$ cat src/rtl/gat_bridge_pkg.sv
// Shared types and helpers for the multi-channel BRAM load bridge.
// Run-state encoding, beat packing geometry and status bit positions.
package gat_bridge_pkg;

   typedef enum logic [2:0] {
      S_IDLE  = 3'd0,
      S_LOAD  = 3'd1,
      S_START = 3'd2,
      S_BUSY  = 3'd3,
      S_DONE  = 3'd4
   } state_t;

   localparam int ST_STATE_LSB = 0;
   localparam int ST_DONE_LSB  = 3;

   function automatic int beats_of(input int word_w, input int bus_w);
      return (word_w + bus_w - 1) / bus_w;
   endfunction

   function automatic int slot_bits(input int beats);
      return (beats > 1) ? $clog2(beats) : 0;
   endfunction

   function automatic int st_busy_bit(input int num_ch);
      return ST_DONE_LSB + num_ch;
   endfunction

   function automatic int st_ovr_lsb(input int num_ch);
      return ST_DONE_LSB + num_ch + 1;
   endfunction

endpackage

$ cat src/rtl/gat_bram_load_bridge_if.sv
// PS-side write bus and accelerator-side BRAM write bus, all channels.
// master drives PS beats and observes BRAM writes; slave is the bridge.
interface gat_bram_load_bridge_if #(
   parameter int NUM_CH  = 4,
   parameter int BUS_W   = 32,
   parameter int WORD_W  = 64,
   parameter int ADDR_W  = 20,
   parameter int WADDR_W = 17
);
   logic [NUM_CH-1:0]         ps_ena;
   logic [NUM_CH-1:0]         ps_wea;
   logic [NUM_CH*ADDR_W-1:0]  ps_addr;
   logic [NUM_CH*BUS_W-1:0]   ps_din;
   logic [NUM_CH-1:0]         bram_we;
   logic [NUM_CH*WADDR_W-1:0] bram_addr;
   logic [NUM_CH*WORD_W-1:0]  bram_din;

   modport master (
      output ps_ena, ps_wea, ps_addr, ps_din,
      input  bram_we, bram_addr, bram_din
   );

   modport slave (
      input  ps_ena, ps_wea, ps_addr, ps_din,
      output bram_we, bram_addr, bram_din
   );
endinterface

$ cat src/rtl/gat_beat_packer.sv
// One load channel: gathers bus beats into a word, emits it, counts words.
// Tracks per-channel completion and the sticky overrun flag.
module gat_beat_packer
   import gat_bridge_pkg::*;
#(
   parameter int BUS_W   = 32,
   parameter int WORD_W  = 64,
   parameter int ADDR_W  = 20,
   parameter int WADDR_W = 17,
   parameter int CNT_W   = 20
) (
   input  logic               clk,
   input  logic               rst,
   input  logic               clr,
   input  logic               beat,
   input  logic [ADDR_W-1:0]  addr,
   input  logic [BUS_W-1:0]   din,
   input  logic [CNT_W-1:0]   depth,
   input  logic               ext_done,
   output logic               we,
   output logic [WADDR_W-1:0] waddr,
   output logic [WORD_W-1:0]  wdata,
   output logic               done,
   output logic               overrun
);
   localparam int BEATS  = beats_of(WORD_W, BUS_W);
   localparam int SW     = slot_bits(BEATS);
   localparam int SIW    = (SW == 0) ? 1 : SW;
   localparam int PACK_W = BEATS * BUS_W;

   logic [BUS_W-1:0]   beat_q [BEATS];
   logic [BEATS-1:0]   vld_q;
   logic [WADDR_W-1:0] held_q;
   logic [CNT_W-1:0]   cnt_q;

   logic [SIW-1:0]     slot;
   logic [WADDR_W-1:0] beat_wa;
   logic               miss;
   logic               full;
   logic [BEATS-1:0]   vld_nxt;
   logic [PACK_W-1:0]  pack;
   logic [CNT_W-1:0]   cnt_nxt;

   always_comb begin
      slot    = (BEATS > 1) ? SIW'(addr >> 2) : '0;
      beat_wa = WADDR_W'(addr >> (2 + SW));
      miss    = (|vld_q) && (beat_wa != held_q);
      // a beat for another word abandons the partial word
      vld_nxt       = miss ? '0 : vld_q;
      vld_nxt[slot] = 1'b1;
      full          = beat && (&vld_nxt);
      pack = '0;
      for (int i = 0; i < BEATS; i++)
         pack[i*BUS_W +: BUS_W] = (SIW'(i) == slot) ? din : beat_q[i];
      cnt_nxt = cnt_q;
      if (full && (depth == '0 || cnt_q < depth))
         cnt_nxt = cnt_q + 1'b1;
   end

   always_ff @(posedge clk) begin
      if (rst || clr) begin
         for (int i = 0; i < BEATS; i++)
            beat_q[i] <= '0;
         vld_q   <= '0;
         held_q  <= '0;
         cnt_q   <= '0;
         done    <= 1'b0;
         overrun <= 1'b0;
         we      <= 1'b0;
         waddr   <= '0;
         wdata   <= '0;
      end else begin
         we <= full;
         if (beat) begin
            beat_q[slot] <= din;
            held_q       <= beat_wa;
            vld_q        <= full ? '0 : vld_nxt;
            if (miss)
               overrun <= 1'b1;
         end
         if (full) begin
            waddr <= beat_wa;
            wdata <= pack[WORD_W-1:0];
         end
         cnt_q <= cnt_nxt;
         done  <= done | ext_done | (depth != '0 && cnt_nxt == depth);
      end
   end

endmodule

$ cat src/rtl/gat_bram_load_bridge.sv
// PS-to-accelerator BRAM load bridge: per-channel packers, run sequencer,
// registered feature readback and status word.
module gat_bram_load_bridge
   import gat_bridge_pkg::*;
#(
   parameter int NUM_CH    = 4,
   parameter int BUS_W     = 32,
   parameter int WORD_W    = 64,
   parameter int ADDR_W    = 20,
   parameter int WADDR_W   = 17,
   parameter int CNT_W     = 20,
   parameter int RD_DATA_W = 32
) (
   input  logic                    clk,
   input  logic                    rst,
   gat_bram_load_bridge_if.slave   bus,
   input  logic [NUM_CH*CNT_W-1:0] cfg_depth,
   input  logic [NUM_CH-1:0]       ext_done,
   input  logic                    soft_clr,
   input  logic                    core_done,
   output logic                    core_start,
   output logic                    gat_ready,
   input  logic [ADDR_W-1:0]       rd_byte_addr,
   output logic [WADDR_W-1:0]      core_rd_addr,
   input  logic [RD_DATA_W-1:0]    core_rd_data,
   output logic [RD_DATA_W-1:0]    rd_dout,
   output logic [31:0]             status
);
   localparam int BUSY_BIT = st_busy_bit(NUM_CH);
   localparam int OVR_LSB  = st_ovr_lsb(NUM_CH);

   state_t                    state_q;
   state_t                    state_nxt;
   logic                      clr;
   logic                      accept;
   logic                      busy_wr_q;
   logic [NUM_CH-1:0]         wr;
   logic [NUM_CH-1:0]         done;
   logic [NUM_CH-1:0]         ovr;
   logic [NUM_CH-1:0]         we;
   logic [NUM_CH*WADDR_W-1:0] waddr;
   logic [NUM_CH*WORD_W-1:0]  wdata;

   assign wr     = bus.ps_ena & bus.ps_wea;
   assign accept = (state_q == S_IDLE) || (state_q == S_LOAD);

   for (genvar g = 0; g < NUM_CH; g++) begin : g_ch
      gat_beat_packer #(
         .BUS_W   (BUS_W),
         .WORD_W  (WORD_W),
         .ADDR_W  (ADDR_W),
         .WADDR_W (WADDR_W),
         .CNT_W   (CNT_W)
      ) u_pack (
         .clk      (clk),
         .rst      (rst),
         .clr      (clr),
         .beat     (wr[g] & accept),
         .addr     (bus.ps_addr[g*ADDR_W +: ADDR_W]),
         .din      (bus.ps_din[g*BUS_W +: BUS_W]),
         .depth    (cfg_depth[g*CNT_W +: CNT_W]),
         .ext_done (ext_done[g]),
         .we       (we[g]),
         .waddr    (waddr[g*WADDR_W +: WADDR_W]),
         .wdata    (wdata[g*WORD_W +: WORD_W]),
         .done     (done[g]),
         .overrun  (ovr[g])
      );
   end

   assign bus.bram_we   = we;
   assign bus.bram_addr = waddr;
   assign bus.bram_din  = wdata;

   always_comb begin
      state_nxt = state_q;
      clr       = 1'b0;
      unique case (state_q)
         S_IDLE, S_LOAD: begin
            if (soft_clr) begin
               clr       = 1'b1;
               state_nxt = S_IDLE;
            end else if (&done) begin
               state_nxt = S_START;
            end else if (|wr) begin
               state_nxt = S_LOAD;
            end
         end
         S_START: state_nxt = S_BUSY;
         S_BUSY:  if (core_done) state_nxt = S_DONE;
         S_DONE: begin
            if (soft_clr) begin
               clr       = 1'b1;
               state_nxt = S_IDLE;
            end
         end
         default: state_nxt = S_IDLE;
      endcase
   end

   always_ff @(posedge clk) begin
      if (rst) begin
         state_q   <= S_IDLE;
         busy_wr_q <= 1'b0;
         rd_dout   <= '0;
      end else begin
         state_q <= state_nxt;
         rd_dout <= core_rd_data;
         // writes while the core owns the BRAMs are dropped and flagged
         if (clr)
            busy_wr_q <= 1'b0;
         else if ((|wr) && !accept)
            busy_wr_q <= 1'b1;
      end
   end

   assign core_start   = (state_q == S_START);
   assign gat_ready    = (state_q == S_DONE);
   assign core_rd_addr = WADDR_W'(rd_byte_addr >> 2);

   always_comb begin
      status = '0;
      status[ST_STATE_LSB +: 3]     = state_q;
      status[ST_DONE_LSB +: NUM_CH] = done;
      status[BUSY_BIT]              = busy_wr_q;
      status[OVR_LSB +: NUM_CH]     = ovr;
   end

endmodule

$ cat src/flat_wrapper.sv
// flat-port wrapper written by rule: the top's interface ports become plain ports
module gat_bram_load_bridge_flat import gat_bridge_pkg::*;
#(
   parameter int NUM_CH    = 4,
   parameter int BUS_W     = 32,
   parameter int WORD_W    = 64,
   parameter int ADDR_W    = 20,
   parameter int WADDR_W   = 17,
   parameter int CNT_W     = 20,
   parameter int RD_DATA_W = 32
)
  (clk, rst, cfg_depth, ext_done, soft_clr, core_done, core_start, gat_ready, rd_byte_addr, core_rd_addr, core_rd_data, rd_dout, status, bus_ps_ena, bus_ps_wea, bus_ps_addr, bus_ps_din, bus_bram_we, bus_bram_addr, bus_bram_din);
  gat_bram_load_bridge_if #(.NUM_CH(NUM_CH), .BUS_W(BUS_W), .WORD_W(WORD_W), .ADDR_W(ADDR_W), .WADDR_W(WADDR_W)) bus_i ();
  input  logic clk;
  input  logic rst;
  input  logic [NUM_CH*CNT_W-1:0] cfg_depth;
  input  logic [NUM_CH-1:0] ext_done;
  input  logic soft_clr;
  input  logic core_done;
  output logic core_start;
  output logic gat_ready;
  input  logic [ADDR_W-1:0] rd_byte_addr;
  output logic [WADDR_W-1:0] core_rd_addr;
  input  logic [RD_DATA_W-1:0] core_rd_data;
  output logic [RD_DATA_W-1:0] rd_dout;
  output logic [31:0] status;
  input wire logic [$bits(bus_i.ps_ena)-1:0] bus_ps_ena;
  input wire logic [$bits(bus_i.ps_wea)-1:0] bus_ps_wea;
  input wire logic [$bits(bus_i.ps_addr)-1:0] bus_ps_addr;
  input wire logic [$bits(bus_i.ps_din)-1:0] bus_ps_din;
  output wire logic [$bits(bus_i.bram_we)-1:0] bus_bram_we;
  output wire logic [$bits(bus_i.bram_addr)-1:0] bus_bram_addr;
  output wire logic [$bits(bus_i.bram_din)-1:0] bus_bram_din;
  assign bus_i.ps_ena = bus_ps_ena;
  assign bus_i.ps_wea = bus_ps_wea;
  assign bus_i.ps_addr = bus_ps_addr;
  assign bus_i.ps_din = bus_ps_din;
  assign bus_bram_we = bus_i.bram_we;
  assign bus_bram_addr = bus_i.bram_addr;
  assign bus_bram_din = bus_i.bram_din;
  gat_bram_load_bridge #(.NUM_CH(NUM_CH), .BUS_W(BUS_W), .WORD_W(WORD_W), .ADDR_W(ADDR_W), .WADDR_W(WADDR_W), .CNT_W(CNT_W), .RD_DATA_W(RD_DATA_W)) u_core (.clk(clk), .rst(rst), .bus(bus_i), .cfg_depth(cfg_depth), .ext_done(ext_done), .soft_clr(soft_clr), .core_done(core_done), .core_start(core_start), .gat_ready(gat_ready), .rd_byte_addr(rd_byte_addr), .core_rd_addr(core_rd_addr), .core_rd_data(core_rd_data), .rd_dout(rd_dout), .status(status));
endmodule
$ cat config.mk
export PLATFORM = sky130hd
export DESIGN_NAME = gat_bram_load_bridge_flat
export DESIGN_NICKNAME = d
export VERILOG_FILES = /design/src/rtl/gat_bridge_pkg.sv /design/src/rtl/gat_bram_load_bridge_if.sv /design/src/rtl/gat_beat_packer.sv /design/src/rtl/gat_bram_load_bridge.sv /design/src/flat_wrapper.sv
export SDC_FILE = /design/constraint.sdc
export NUM_CORES = 1
export LEC_CHECK = 0
export CAP_MARGIN = 0
export CORE_MARGIN = 2
export CORE_UTILIZATION = 30
export DETAILED_ROUTE_END_ITERATION = 12
export PLACE_DENSITY = 0.62
export RECOVER_POWER = 25
export REMOVE_ABC_BUFFERS = 1
export SYNTH_ARGS = -nofsm -noshare
export SYNTH_HDL_FRONTEND = slang
export SYNTH_HIERARCHICAL = 1
export SYNTH_SLANG_ARGS = --single-unit
$ cat constraint.sdc
create_clock -name clk -period 5.45 [get_ports clk]
set_input_delay 1.09 -clock clk [delete_from_list [all_inputs] [get_ports clk]]
set_output_delay 1.09 -clock clk [all_outputs]
set_load 0.02 [all_outputs]
; ---- Word-level counts from Yosys, hierarchy flattened
; Memory sizes are Yosys's and may differ from the RTL's. A register that Yosys moved wholly into a read port is not among the register bits.
; Index checks and enable logic that the tools add are counted.
[op_classes]
n_addsub = 4
order_cmp = 12
eq_ne = 15
mux = 54
bitwise_logic = 17
n_reduce_logical = 59
[ops]
columns = op, count
row1 = $mux 32, 4
row2 = $reduce_or 32->1, 4
row3 = $add 20x1->20 const B, 4
row4 = $eq 20x20->1, 4
row5 = $logic_not 20->1, 4
row6 = $lt 20x20->1, 4
row7 = $mux 20, 4
row8 = $reduce_bool 20->1, 4
row9 = $ne 17x17->1, 4
row10 = $mux 1, 28
row11 = $logic_and 1x1->1, 21
row12 = $mux 2, 8
row13 = $reduce_and 2->1, 8
row14 = $mux 3, 5
row15 = $pmux 3 s4, 1
row16 = $reduce_or 2->1, 6
row17 = $lt 1x2->1 const B, 4
row18 = $or 1x1->1, 8
row19 = $or 2x2->2, 4
row20 = $eq 3x2->1 const B, 2
row21 = $logic_or 1x1->1, 6
row22 = $and 1x1->1, 4
row23 = $and 4x4->4, 1
row24 = $demux 1 s1, 4
row25 = other kinds (11), 15
[word_totals]
register_bits = 272
ram_bits = 256
inputBits = 356
output_inout_bits = 411
wordCells = 196
n_memories = 4
[mem_list]
columns = memory, depth, word_bits, read_ports, rd_ports_with_merged_regs, wr, line
row1 = u_core.g_ch[0].u_pack.beat_q, 2, 32, 2, 2, 2, gat_beat_packer.sv:31  ; logic [BUS_W-1:0] beat_q [BEATS];
row2 = u_core.g_ch[1].u_pack.beat_q, 2, 32, 2, 2, 2, gat_beat_packer.sv:31
row3 = u_core.g_ch[2].u_pack.beat_q, 2, 32, 2, 2, 2, gat_beat_packer.sv:31
row4 = u_core.g_ch[3].u_pack.beat_q, 2, 32, 2, 2, 2, gat_beat_packer.sv:31

; ---- Longest topological paths before layout
; Gate-level depths: netlist of run 1.
[depth]
ltp_word = 12
ltp_mapped = 15
ltp_nobuf = 12

; ---- Modules after synthesis
; The synthesis of run 1 kept the hierarchy.
[by_module_without_submodules]
columns = module, n_inst, cells_per_inst, area_each_um2, seq_area_each_um2
row1 = gat_beat_packer (u_core.g_ch[1].u_pack ...), 2, 955, 8912.3, 4384.2
row2 = gat_beat_packer (u_core.g_ch[0].u_pack), 1, 900, 8577.0, 4384.2
row3 = gat_beat_packer (u_core.g_ch[3].u_pack), 1, 911, 8575.7, 4384.2
row4 = gat_bram_load_bridge, 1, 144, 1401.3, 720.7

; ---- Worst setup path after synthesis of run 1
; OpenSTA, ideal clock, no wires.
[synth_timing]
path_kind = input port to flip-flop
startpoint = input port cfg_depth[65]
endpoint = register u_core.g_ch[3].u_pack.done
t_arrival_ns = 3.700
required_ns = 5.363
setup_slack_ns = 1.663
path_stages = 14
path_buffers = 2
cell_sequence = clkbuf_1 > inv_1 > ha_1 > a21oi_1 > o21ai_0 > a221oi_1 > o21ai_0 > a211oi_1 > clkbuf_1 > nand4_1 > xor2_1 > xnor2_1 > o2111ai_1 > o31ai_1
[synth_between]
elab_chain_cells = 7
elab_cells_between_ends = 9
cone_classes = order compare: 1 / eq/ne: 1 / mux: 1 / bitwise: 1 / reduce/logical: 5
[synth_lines]
columns = element, line
row1 = "start, declared", flat_wrapper.sv:16  ; input logic [NUM_CH*CNT_W-1:0] cfg_depth;
row2 = $lt 20x20->1 or $logic_not 20->1 (tied branches), gat_beat_packer.sv:56  ; if (full && (depth == '0 || cnt_q < depth))
row3 = $logic_or 1x1->1, gat_beat_packer.sv:56
row4 = $logic_and 1x1->1, gat_beat_packer.sv:56
row5 = $mux 20, gat_beat_packer.sv:56
row6 = $eq 20x20->1, gat_beat_packer.sv:86  ; done <= done | ext_done | (depth != '0 && cnt_nxt == depth);
row7 = $logic_and 1x1->1 *, gat_beat_packer.sv:86
row8 = $or 1x1->1 *, gat_beat_packer.sv:86
row9 = "end signal, assigned", gat_beat_packer.sv:86
row10 = "end, declared", gat_beat_packer.sv:23  ; output logic done,
; Mark *: on every way between the ends. The rest lies on a longest branch, timed or not.
; A chain may end at the register's enable or synchronous reset.

; ---- Worst setup path in the final report of run 1
[layout_timing]
startpoint = input port soft_clr
endpoint = register u_core.g_ch[0].u_pack.wdata[7], read port of u_core.g_ch[0].u_pack.beat_q
[layout_between]
elab_chain_cells = 3
[layout_lines]
columns = element, line
row1 = "start, declared", flat_wrapper.sv:18  ; input logic soft_clr;
row2 = $mux 1, "gat_bram_load_bridge.sv:80, gat_bram_load_bridge.sv:92"
row3 = $mux 1, --
row4 = via u_core.clr, gat_bram_load_bridge.sv:34  ; logic clr;
row5 = $logic_or 1x1->1, gat_beat_packer.sv:61  ; if (rst || clr) begin
row6 = "end, declared", gat_beat_packer.sv:22  ; output logic [WORD_W-1:0] wdata,
; The timed path passes the listed nets, and every way through them passes these cells.

==> results.md, run 1 <==
Worst setup path:
- Data on the critical path arrives at its endpoint at ~5000 ps.
- For this run, the slowest stage of the critical path takes about 2100 ps.
- The critical path endpoint category is a flop.
- The sort of element at the start of the critical path is an input pin.
- Traced cell by cell, the critical path runs through clkdlybuf4s50_1, inv_1, a211oi_4, buf_4, or2_0, buf_12, nor3_1.
- For this design, the slowest cell found on the critical path is sky130_fd_sc_hd__or2_0.
- The required time at the endpoint of the critical path is between 5000 and 6000 ps.
- The type of the worst setup path is in2reg.
- The highest net fanout along the worst path is between 70 and 80.

Logic synthesis:
- The cell area after synthesis is ~0.036 mm^2.
- In this run, synthesis produced a sequential element count of between 700 and 800.
- The number of enable-type register cells in the synthesized netlist is between 200 and 300.
- The leading register cell type out of synthesis is sky130_fd_sc_hd__dfxtp_1.
- Counting every instance in the synthesized netlist gives between 3000 and 4000.
- The netlist uses a little under 100 different library cells.
- The proportion of register bits with asynchronous set or reset after synthesis is 0%.
- The post-synthesis average cell area is ~9.4 um^2.
- The Yosys step of the flow raised 6 warnings.
- The post-synthesis sequential area ratio is 50.2%.

Timing:
- The post-route minimum period is between 4000 and 5000 ps.
- Setup violations remaining at the end of the flow were counted as 0.
- On the final layout, the worst clock skew is 31.8 ps.
- Based on the critical path, the design can be clocked at up to approximately 220 MHz.
- Headroom to the max-slew limit came out at -93.7%.
- Setup repair after global routing left no endpoint under its margin.
- The total count of max-transition violations in the final report is between 90 and 100.
- Of the available clock period, the critical path in the final layout requires 82.3%.
- The post-layout worst setup margin is 967 ps.
- The transition at the pin with the smallest max-transition slack is approximately 2900 ps.
- The total count of hold-check failures in the final report is 0.

Power:
- IR analysis of the VDD net gives a maximum drop of about 0.25 mV.
- The power density over the cells is 277 mW/mm^2.
- The leakage power of the design is between 15 and 20 nW.

Global routing:
- The initial antenna violation count is 12.
- The most used routing layer is met2.
- The first global-routing pass estimated 189 mm of wire.
- The total overflow reported by the global router is 0.
- The fraction of met1 tracks used by global routing is approximately a quarter.
- The routing usage on met3 is under 10%.
- In the global route stage, met2 resource usage came out at between 30% and 40%.
- Entering global routing, the biggest net connects 84 pins.
- For this run, the total global-route usage over all layers was measured as between 10% and 20%.
- The number of global-route vias before repair was roughly 31000.

Routing:
- The count of antenna-violating nets left after detailed routing is 0.
- For this block, the initial DRC count from the detailed router was 2113.
- The number of DRC violations after detailed routing is 0.
- The total length of routed wires is 125 mm.
- The detailed-route via count is a little over 30000.
- The first-pass iteration count of the detailed router is 6.
- The routed wirelength normalized by instance count is between 20 and 25 um.
- The detail-routed via count per cell is around 5.0.

Clock network:
- The later-pin clock latency in the skew report is between 600 and 700 ps.
- The maximum number of buffers from clock root to sink is 3.
- Post-CTS timing repair inserted 0 buffers for setup.
- In this run, post-CTS hold repair placed 0 buffers.
- The number of resized instances in the post-cts repair step is 0.
- The clock-pin slew reported for the worst setup and hold paths after clock tree synthesis is about 60 ps.
- The CTS tree is done.
- The total clock buffers created by CTS is between 80 and 90.
- For this design, the sink count on the clock tree is between 700 and 800.
- The H-tree generated during clock tree synthesis spans 3 levels.
- The master cell of the clock root buffer is sky130_fd_sc_hd__clkbuf_16.

Floorplan:
- The initial cell density of the core is 30.3%.
- The initialized floorplan defines approximately 130 standard-cell rows.
- The die outline area is 0.124 mm^2.
- The floorplan step set the die width to between 300 and 400 um.
- The floorplan step set the die height to between 300 and 400 um.
- The number of top-level design ports is about 770.
- The region available for standard cell placement spans roughly 0.12 mm^2.

Placed design:
- The number of input and output port buffers inserted is ~700.
- The worst slack after detailed placement is between 500 and 600 ps.
- Once placement finished, the instance area stood at between 0.04 and 0.05 mm^2.
- The total half-perimeter wirelength after legalization and detailed placement is 87.6 mm.
- The total placed cells including tap cells is 5989.
- Routability-driven placement finished with a final weighted congestion of between 0.9 and 1.

Run status:
- The checks that failed: max-capacitance violations, max-slew violations.
- The run finished, with violations left.

Layout:
- The library cells used most frequently in the layout, excluding fill and tap cells, are 528 x sky130_fd_sc_hd__dfxtp_1, 507 x sky130_fd_sc_hd__clkdlybuf4s50_1, 498 x sky130_fd_sc_hd__nor2_1.
- After the flow finishes, the layout carries non-filler instances totaling roughly 6200.
- The filler cells instantiated in the layout total 11900.
- The area growth from synthesis to layout is 31.6%.
- After routing the design area is between 0.04 and 0.05 mm^2.
- The utilization of the core after routing is between 30% and 40%.
- The layout cell share with drive strength beyond 1 is ~6.5%.
- The final net count is 4903.
- The commonest non-fill, non-tap cell in the layout is sky130_fd_sc_hd__dfxtp_1.

Run:
- Max-cap violations in this run came to 3.

Hold path:
- The class of the most critical hold timing path is reg2reg.
-- where the power goes --
| part | internal [mW] | switching (mW) | leakage, nW | total (mW) |
|---|---|---|---|---|
| Clock | 3.67 | 2.53 | 1.48 | 6.20 |
| Combinational | 0.376 | 0.463 | 8.49 | 0.839 |
| Sequential | 6.15 | 0.0450 | 7.12 | 6.20 |
| Total | 10.2 | 3.04 | 17.1 | 13.2 |
-- critical path, delay by kind of cell --
kind / cells / cell delay (ps)
AOI/OAI and AO/OA: 1 / 200
buffers and inverters: 4 / 1310
and+or+nand+nor: 2 / 2230
-- layout make-up --
class	instances	area, um^2	area share, %
flip-flops and latches	784	18300	38.1
multi-input cells	2708	16600	34.6
repair buffers	783	7640	16.0
clock buffers	124	2480	5.18
well taps	1612	2020	4.21
clock inverters	42	522	1.09
inverters	102	383	0.800
diodes	5	12.5	0.0261
-- final timing paths --
| path | startpoint | endpoint | slack [ps] | cells past startpoint |
|---|---|---|---|---|
| setup / recovery | soft_clr | u_core/g_ch[0].u_pack/wdata[7] | 970 | 7 |
| hold / removal | u_core/g_ch[2].u_pack/waddr[16] | u_core/g_ch[2].u_pack/waddr[16] | 450 | 2 |
| setup reg to reg | u_core/state_q[2] | u_core/g_ch[0].u_pack/wdata[7] | 1680 | 5 |
| hold reg to reg | u_core/g_ch[2].u_pack/waddr[16] | u_core/g_ch[2].u_pack/waddr[16] | 450 | 2 |
-- metal layers --
| metal | vias to the layer above | wire (um) |
|---|---|---|
| met3 | 162 | 9070 |
| met4 | 10 | 2720 |
| li1 | 14900 | - |
| met5 | - | 61 |
| met1 | 14900 | 54200 |
| met2 | 1046 | 58500 |
-- cells in the mapped netlist, drive strengths merged, types with 102 or more instances --
| master | count | area share (%) |
|---|---|---|
| nand2 | 297 | 3.1 |
| edfxtp | 256 | 21 |
| clkbuf | 204 | 2.1 |
| xnor2 | 107 | 2.6 |
| nor3 | 313 | 4.4 |
| inv | 102 | 1.1 |
| dfxtp | 528 | 29 |
| a211oi | 265 | 5.5 |
| nor2 | 509 | 5.3 |
| and2 | 271 | 4.7 |
| a21oi | 143 | 2.0 |
-- logic make-up after synthesis --
logic type,share of synthesized area [%]
simple gates,23.4
flops,50.2
compound gates,11.9
buf+inv,4.68
xor+xnor,4.48
mux,2.52
fa+ha+maj,2.78
other cells,0.0103
-- per-stage QoR --
step / TNS (ps) / power (mW) / hold WS [ps]
2_1_floorplan: -212980 / 6.63 / 482
3_3_place_gp: 0 / 7.16 / 437
3_5_place_dp: 0 / 7.17 / 442
4_1_cts: 0 / 13.4 / 451
5_1_grt: 0 / 13.7 / 464
6_report: 0 / 13.2 / 446
-- sequential cells by signal, summed over array words and instances, names as in the netlist --
name / count
u_core/g_ch.u_pack/beat_q: 256
u_core/g_ch.u_pack/wdata: 256
u_core/g_ch.u_pack/cnt_q: 80
u_core/g_ch.u_pack/held_q: 68
u_core/g_ch.u_pack/waddr: 68
u_core/rd_dout: 32
u_core/g_ch.u_pack/vld_q: 8
u_core/g_ch.u_pack/done: 4
u_core/g_ch.u_pack/overrun: 4
u_core/g_ch.u_pack/we: 4
u_core/state_q: 3
u_core/busy_wr_q: 1
Power figures use the tool's default switching activity.
==> run 2: changes to the inputs <==
Clock period 5.45 ns to 4.25 ns, I/O delays scaled along.
==> run 2 against run 1 <==
Compared with the run above:
- clock skew shrank 8.1 ps
- critical path depth is the same
- largest cell class unchanged
- the run still ends with max-capacitance violations, max-slew violations left
- cell area is 3.3% higher
- critical path type unchanged
==> results.md, run 2 (synthesis results as in run 1) <==
Routing:
- The routed wirelength normalized by instance count is 20.0 um (-1.3%).
- The detailed-route via count is 31700 (+2.4%).
- The number of DRC violations after detailed routing is 0 (unchanged).
- The total length of routed wires came to 127 mm (+2.1%).
- The detail-routed via count per cell was 4.98 (-0.99%).
- The iteration-0 DRC count of the detailed router was 2026 (-4.1%).
- The count of antenna-violating nets left after detailed routing is 0 (unchanged).
- The first-pass iteration count of the detailed router came to 5 (-1).

Run status:
- The run finished, with violations left.
- The checks that failed: max-capacitance violations, max-slew violations.

Worst setup path:
- The depth of the most critical reg-to-reg path is 13 (+8).
- The register-to-register path setup slack is 820 ps (-860 ps).
- The worst setup path is captured at a flop.
- In this run the critical register-to-register path is captured at u_core/g_ch[2].u_pack/done.
- The worst setup path is launched from an input pin.
- In this run the critical register-to-register path is launched from u_core/g_ch[2].u_pack/cnt_q[7].
- The highest net fanout along the worst path was 122 (+63%).
- The most critical setup path has its startpoint at soft_clr.
- The arrival time reported for the critical path endpoint came to 4300 ps (-680 ps).
- The end of the critical path is u_core/g_ch[0].u_pack/wdata[13].
- The required time at the endpoint of the critical path was 4700 ps (-1250 ps).
- The type of the worst setup path is in2reg.

Layout:
- The layout cell share with drive strength beyond 1 came to 10.5% (+4.0 points).
- From synthesis to final layout, the design area changed by 35.9%.
- The fill cell instance count of the final layout was 11900 (-0.16%).
- The post-route non-filler standard cell count is 6371 (+3.4%).
- The library cell used most frequently in the layout, excluding fill and tap cells, is sky130_fd_sc_hd__dfxtp_1.
- The final net count came to 5111 (+4.2%).
- In the final layout, the registers with the most flip-flops are u_core/g_ch.u_pack/beat_q: 256 flops, u_core/g_ch.u_pack/wdata: 256 flops, u_core/g_ch.u_pack/cnt_q: 80 flops.
- Leaving out fill and tap cells, the most frequent cells in the layout are 528 x sky130_fd_sc_hd__dfxtp_1, 498 x sky130_fd_sc_hd__nor2_1, 444 x sky130_fd_sc_hd__clkdlybuf4s50_1.

Placed design:
- The number of input and output port buffers inserted is 701 (unchanged).
- The routability congestion estimate is 0.939 (+3.0%).
- The total half-perimeter wirelength after legalization and detailed placement is 91.2 mm (+4.1%).
- The total placed cells including tap cells was 6194 (+3.4%).

Clock network:
- The total clock buffers created by CTS is 91 (+3.4%).
- The number of sinks handled by clock tree synthesis is 784 (unchanged).
- The later-pin clock latency in the skew report is 670 ps (about the same).
- TritonCTS built the clock tree.
- The number of H-tree branching levels is 3 (unchanged).
- The number of hold-repair buffers added at the cts stage is 0 (unchanged).
- The buffers inserted during post-CTS setup optimization is 0 (unchanged).
- The tree is rooted in a sky130_fd_sc_hd__clkbuf_16.
- The clock-pin slew reported for the worst setup and hold paths after clock tree synthesis is 60 ps (about the same).
- The number of resized instances in the post-cts repair step was 0 (unchanged).
- The maximum number of buffers from clock root to sink is 3 (unchanged).

Timing:
- The post-route minimum period is roughly 3800 ps.
- The sum of negative setup slack came to 0 ps (unchanged).
- The headroom to the max-slew limit is -6.51% (+87 points).
- The total count of hold-check failures in the final report is 0 (unchanged).
- The count of final setup violators is 0 (unchanged).
- The maximum clock frequency is roughly 260 MHz.
- The total count of max-transition violations in the final report is 123 (+29%).
- Setup repair after global routing left no endpoint under its margin.
- The transition at the pin with the smallest max-transition slack was 1600 ps (-1310 ps).
- The final critical-path share of the clock period is between 90% and 100%.
- The worst clock skew came to 23.8 ps (-8.09 ps).

Floorplan:
- The total number of placement rows is 127 (unchanged).
- The initial cell density of the core is 30.3% (unchanged).
- The vertical die dimension came to 352 um (unchanged).
- The area inside the core boundary came to 0.120 mm^2 (unchanged).
- The width of the die was 352 um (unchanged).
- The die outline area is 0.124 mm^2 (unchanged).
- The number of top-level design ports is 767 (unchanged).

Global routing:
- The number of global-route vias before repair is 31000 (+1.6%).
- The largest net degree at the start of global routing is 123 (+46%).
- The total overflow reported by the global router is 0 (unchanged).
- The first-pass GRT wire length was 193 mm (+1.9%).
- The initial antenna violation count is 13 (+1).
- The all-layer global routing usage is 19.7% (+0.36 points).

Power:
- The leakage power of the design is 18.3 nW (+7.4%).
- The maximum ir drop on the vdd rail is 0.315 mV (+28%).
- The power density over the cells came to 344 mW/mm^2 (+24%).

Hold path:
- In this run the worst hold path is classified as reg2reg.

Run:
- The number of max-cap violations came to 1 (-2).
==> run 2: changes by cell type in the layout (fill, tap and decap cells not counted), moves of 5 or more <==
cell                              previous run  this run
sky130_fd_sc_hd__dlygate4sd3_1             193       256
sky130_fd_sc_hd__buf_4                      72       274
sky130_fd_sc_hd__and2_1                    215       267
sky130_fd_sc_hd__clkdlybuf4s50_1           507       444
sky130_fd_sc_hd__clkbuf_16                  89        94
sky130_fd_sc_hd__and2_0                     54         2
==> run 2: critical path, stage by stage <==
cell and delay [ps]:
sky130_fd_sc_hd__dlygate4sd3_1 650, sky130_fd_sc_hd__inv_1 70, sky130_fd_sc_hd__a211oi_1 620, sky130_fd_sc_hd__clkbuf_1 430, sky130_fd_sc_hd__or2_2 210, sky130_fd_sc_hd__clkbuf_4 1050
sky130_fd_sc_hd__nor3_1 180
==> run 2: area by class of cell <==
type                       instances  area (um^2)  area share [%]
clock inverter                    42          455           0.921
sequential                       784        18300            36.9
tap                             1612         2020            4.08
timing repair buffer             988         9200            18.6
clock buffer                     129         2560            5.18
inverter                         102          383           0.774
antenna                            6         15.0          0.0304
multi-input combinational       2708        16600            33.5
==> run 2: metal layers <==
| metal | wire (um) | GRT usage, % | part of all wire (%) | vias up |
|---|---|---|---|---|
| met1 | 56000 | 25.6 | 44 | 15200 |
| met3 | 8380 | 4.64 | 6.6 | 174 |
| met5 | 72 | 0 | 0.057 | - |
| met2 | 60000 | 32.8 | 47 | 999 |
| met4 | 2710 | 4.79 | 2.1 | 10 |
| li1 | - | - | - | 15300 |
==> run 2: stage by stage <==
stage	total power, mW	utilization, %	instance area, um^2	setup slack [ps]	hold WS (ps)
2_1_floorplan	8.51	-	35100	-4830	482
3_3_place_gp	9.27	38.7	46500	-90.4	438
3_5_place_dp	9.27	38.7	46500	-76.9	444
4_1_cts	17.3	41.2	49500	616	451
5_1_grt	17.6	41.2	49400	211	464
6_report	17.0	41.2	49400	402	447
==> run 2: worst min path at each step <==
stage | endpoint | start | depth (start not counted) | slack (ps)
after global routing | u_core/g_ch[0].u_pack/waddr[8] | u_core/g_ch[0].u_pack/waddr[8] | 2 | 460
after CTS | u_core/g_ch[2].u_pack/waddr[9] | u_core/g_ch[2].u_pack/waddr[9] | 2 | 450
after floorplan | u_core/g_ch[0].u_pack/held_q[0] | u_core/g_ch[0].u_pack/held_q[0] | 2 | 480
after global placement | u_core/g_ch[0].u_pack/waddr[3] | u_core/g_ch[0].u_pack/waddr[3] | 2 | 440
after detailed placement | u_core/g_ch[3].u_pack/waddr[2] | u_core/g_ch[3].u_pack/waddr[2] | 2 | 440
final | u_core/g_ch[3].u_pack/waddr[4] | u_core/g_ch[3].u_pack/waddr[4] | 2 | 450
==> run 2: power breakdown <==
group / internal [mW] / total [mW] / leakage [nW] / switching, mW
logic: 0.546 / 1.15 / 9.76 / 0.607
clock network: 4.61 / 7.92 / 1.47 / 3.31
registers: 7.89 / 7.95 / 7.12 / 0.0580
total: 13.0 / 17.0 / 18.3 / 3.97
==> run 3: changes to the inputs <==
Settings changed: CORE_ASPECT_RATIO from default to 2, CORE_UTILIZATION 30 to 40, GPL_ROUTABILITY_DRIVEN from default to 0, PLACE_DENSITY 0.62 to 0.75.
==> run 3 against run 2 <==
Compared with the run above:
- the flow still finishes with violations (max-capacitance violations, max-slew violations)
- die area down 25%
- first-iteration DRC count rose by 2.3%
- global-route usage up 7.1 points
- register-to-register slack got worse by 330 ps
- fmax is 4.2% lower
- via count rose by 3.0%
- routed wire length is 0.99% higher
- utilization rose by 12 points
- count of clock-buffer cells in the layout is 26 lower
- critical endpoint is now u_core/g_ch[2].u_pack/done
==> results.md, run 3 (synthesis results as in run 1) <==
Placed design:
- The total placed cells including tap cells was 5727 (-7.5%).
- The instance area at placement came to 0.0457 mm^2 (-1.7%).
- The number of input and output port buffers inserted is 701 (unchanged).
- The total half-perimeter wirelength after legalization and detailed placement was 93.0 mm (+2.0%).

Layout:
- The library cells used most frequently in the layout, excluding fill and tap cells, are 528 x sky130_fd_sc_hd__dfxtp_1, 500 x sky130_fd_sc_hd__nor2_1, 452 x sky130_fd_sc_hd__clkdlybuf4s50_1.
- The final net count is 5054 (-1.1%).
- Leaving out fill and tap cells, the most frequent cell in the layout is sky130_fd_sc_hd__dfxtp_1.
- Relative to the synthesized area, the layout overhead comes to 32.2%.
- The layout cell share with drive strength beyond 1 is 9.34% (-1.2 points).
- The cell area after layout is 0.0481 mm^2 (-2.7%).
- In the final layout, the registers with the most flip-flops are u_core/g_ch.u_pack/beat_q: 256 flops, u_core/g_ch.u_pack/wdata: 256 flops, u_core/g_ch.u_pack/cnt_q: 80 flops.
- The fill cell instance count of the final layout came to 8076 (-32%).
- The utilization of the core after routing is 53.3% (+12 points).
- The post-route non-filler standard cell count is 5877 (-7.8%).

Run:
- The number of max-cap violations came to 1 (unchanged).

Worst setup path:
- The sort of element at the start of the critical path is an input pin.
- The peak per-stage delay on the critical path is 500 ps (-550 ps).
- The required time at the endpoint of the critical path came to 4830 ps (+130 ps).
- The number of buffers and inverters on the critical path came to 3 (-1).
- The worst setup path is of the in2reg kind.
- The cell at the slowest stage of the critical path is sky130_fd_sc_hd__clkdlybuf4s50_1.
- The arrival time reported for the critical path endpoint is 4600 ps (+300 ps).
- The worst flop-to-flop path startpoint is u_core/g_ch[2].u_pack/cnt_q[7].
- The launching element of the worst setup path is cfg_depth[45].
- The signal on the critical path passes through clkdlybuf4s50_1, inv_1, ha_1, a21o_1, a221o_1, a221oi_2, o211a_1, a21oi_4, nand2b_4, a31o_1, nor4_1, buf_4, nand4b_1, o31ai_2.
- The cell type group with the largest total delay on the critical path is compound AO/OA/AOI/OAI gates.
- The highest net fanout along the worst path is 7 (-94%).
- The register-to-register path setup slack is 490 ps (-330 ps).
- The critical path endpoint category is a flop.

Floorplan:
- The area inside the core boundary came to 0.0902 mm^2 (-25%).
- The vertical die dimension is 430 um (+22%).
- The initial cell density of the core is 40.3% (+10 points).
- The width of the die came to 217 um (-38%).
- The total number of placement rows is 156 (+23%).
- The number of top-level design ports is 767 (unchanged).
- The die outline area is 0.0935 mm^2 (-25%).

Routing:
- The total length of routed wires was 128 mm (+0.99%).
- The iteration-0 DRC count of the detailed router is 2073 (+2.3%).
- The detail-routed via count per cell is 5.56 (+12%).
- The detailed-route via count is 32700 (+3.0%).
- The count of antenna-violating nets left after detailed routing was 0 (unchanged).
- The first-pass iteration count of the detailed router is 10 (+5).
- The routed wirelength normalized by instance count is 21.9 um (+9.5%).
- The number of DRC violations after detailed routing is 0 (unchanged).

Power:
- The total power after layout is 15.9 mW (-6.7%).
- The maximum ir drop on the vdd rail is 0.392 mV (+24%).
- The power density over the cells is 330 mW/mm^2 (-4.1%).
- The leakage power of the design came to 17.8 nW (-2.8%).

Timing:
- The maximum clock frequency is 249 MHz (-4.2%).
- The total count of max-transition violations in the final report is 122 (-0.81%).
- The count of final setup violators is 0 (unchanged).
- Setup repair after global routing left no endpoint under its margin.
- The post-route minimum period is 4020 ps (+168 ps).
- The transition at the pin with the smallest max-transition slack came to 1570 ps (-24.3 ps).
- The sum of negative setup slack was 0 ps (unchanged).
- The worst clock skew came to 24.1 ps (+0.338 ps).
- The total count of hold-check failures in the final report is 0 (unchanged).
- The headroom to the max-slew limit is -4.89% (+1.6 points).
- The final critical-path share of the clock period is 94.5% (+4.0 points).

Clock network:
- TritonCTS built the clock tree.
- The number of sinks handled by clock tree synthesis came to 784 (unchanged).
- The buffers inserted during post-CTS setup optimization is 0 (unchanged).
- The total clock buffers created by CTS came to 74 (-19%).
- The number of resized instances in the post-cts repair step is 0 (unchanged).
- The number of H-tree branching levels is 3 (unchanged).
- The tree is rooted in a sky130_fd_sc_hd__clkbuf_16.
- The maximum number of buffers from clock root to sink is 3 (unchanged).
- The number of hold-repair buffers added at the cts stage is 0 (unchanged).
- The later-pin clock latency in the skew report is 680 ps (about the same).
- The clock-pin slew reported for the worst setup and hold paths after clock tree synthesis is 60 ps (about the same).

Run status:
- The checks that failed: max-capacitance violations, max-slew violations.
- The run finished, with violations left.

Global routing:
- The total overflow reported by the global router is 0 (unchanged).
- The initial antenna violation count is 32 (+19).
- The largest net degree at the start of global routing was 122 (-0.81%).
- The all-layer global routing usage is 26.8% (+7.1 points).
- The number of global-route vias before repair is 32300 (+4.0%).
- The first-pass GRT wire length is 192 mm (-0.44%).

Hold path:
- The class of the most critical hold timing path is reg2reg.
- The startpoint of the worst hold path is u_core/g_ch[2].u_pack/waddr[11].
run 3: changes by cell type in the layout (fill, tap and decap cells not counted), sizes merged, moves of 2 or more:
cell,change
clkinv,-10
inv,+3
bufinv,-2
clkbuf,-29
diode,+7
clkdlybuf4s50,+8
buf,-37
dlygate4sd3,-8
run 3: through the flow:
stage	hold WS, ps	setup slack [ps]
2_1_floorplan	482	-4830
4_1_cts	452	422
3_3_place_gp	438	-214
5_1_grt	466	114
6_report	447	234
3_5_place_dp	443	-271
run 3: worst paths after layout:
| path | endpoint | depth (start not counted) |
|---|---|---|
| setup / recovery | u_core/g_ch[2].u_pack/done | 14 |
| hold / removal | u_core/g_ch[2].u_pack/waddr[11] | 2 |
| setup reg to reg | u_core/g_ch[2].u_pack/done | 12 |
| hold reg to reg | u_core/g_ch[2].u_pack/waddr[11] | 2 |
run 3: final cells by class:
type	instances	area, um^2	share of cell area [%]
Antenna cell	13	32.5	0.0676
Clock buffer	103	2090	4.35
Clock inverter	34	348	0.723
Inverter	102	383	0.796
Multi-Input combinational cell	2708	16600	34.4
Sequential cell	784	18300	38.0
Tap cell	1185	1480	3.08
Timing Repair Buffer	948	8940	18.6
run 3: worst reg2reg max path: cells and delay by family (launching register included):
kind,cells,cell delay [ps]
AOI/OAI and AO/OA,6,1750
adders and majority gates,1,300
buffers and inverters,1,190
DFF,1,480
and+or+nand+nor,4,920
run 3: report_power, final:
group	internal [mW]	switching, mW	leakage [nW]
Sequential	7.88	0.0609	7.12
Combinational	0.538	0.611	9.55
Clock	3.74	3.04	1.17
Total	12.2	3.71	17.8
run 3: metal layers:
metal  wire length, um  up-vias  part of all wire [%]  GRT usage (%)
met4              8230       20                   6.4           16.8
met5               116        -                 0.090              0
met1             45800    15400                    36           28.8
met3             11300      462                   8.8           7.29
li1                  -    15200                     -              -
met2             62900     1620                    49           46.3
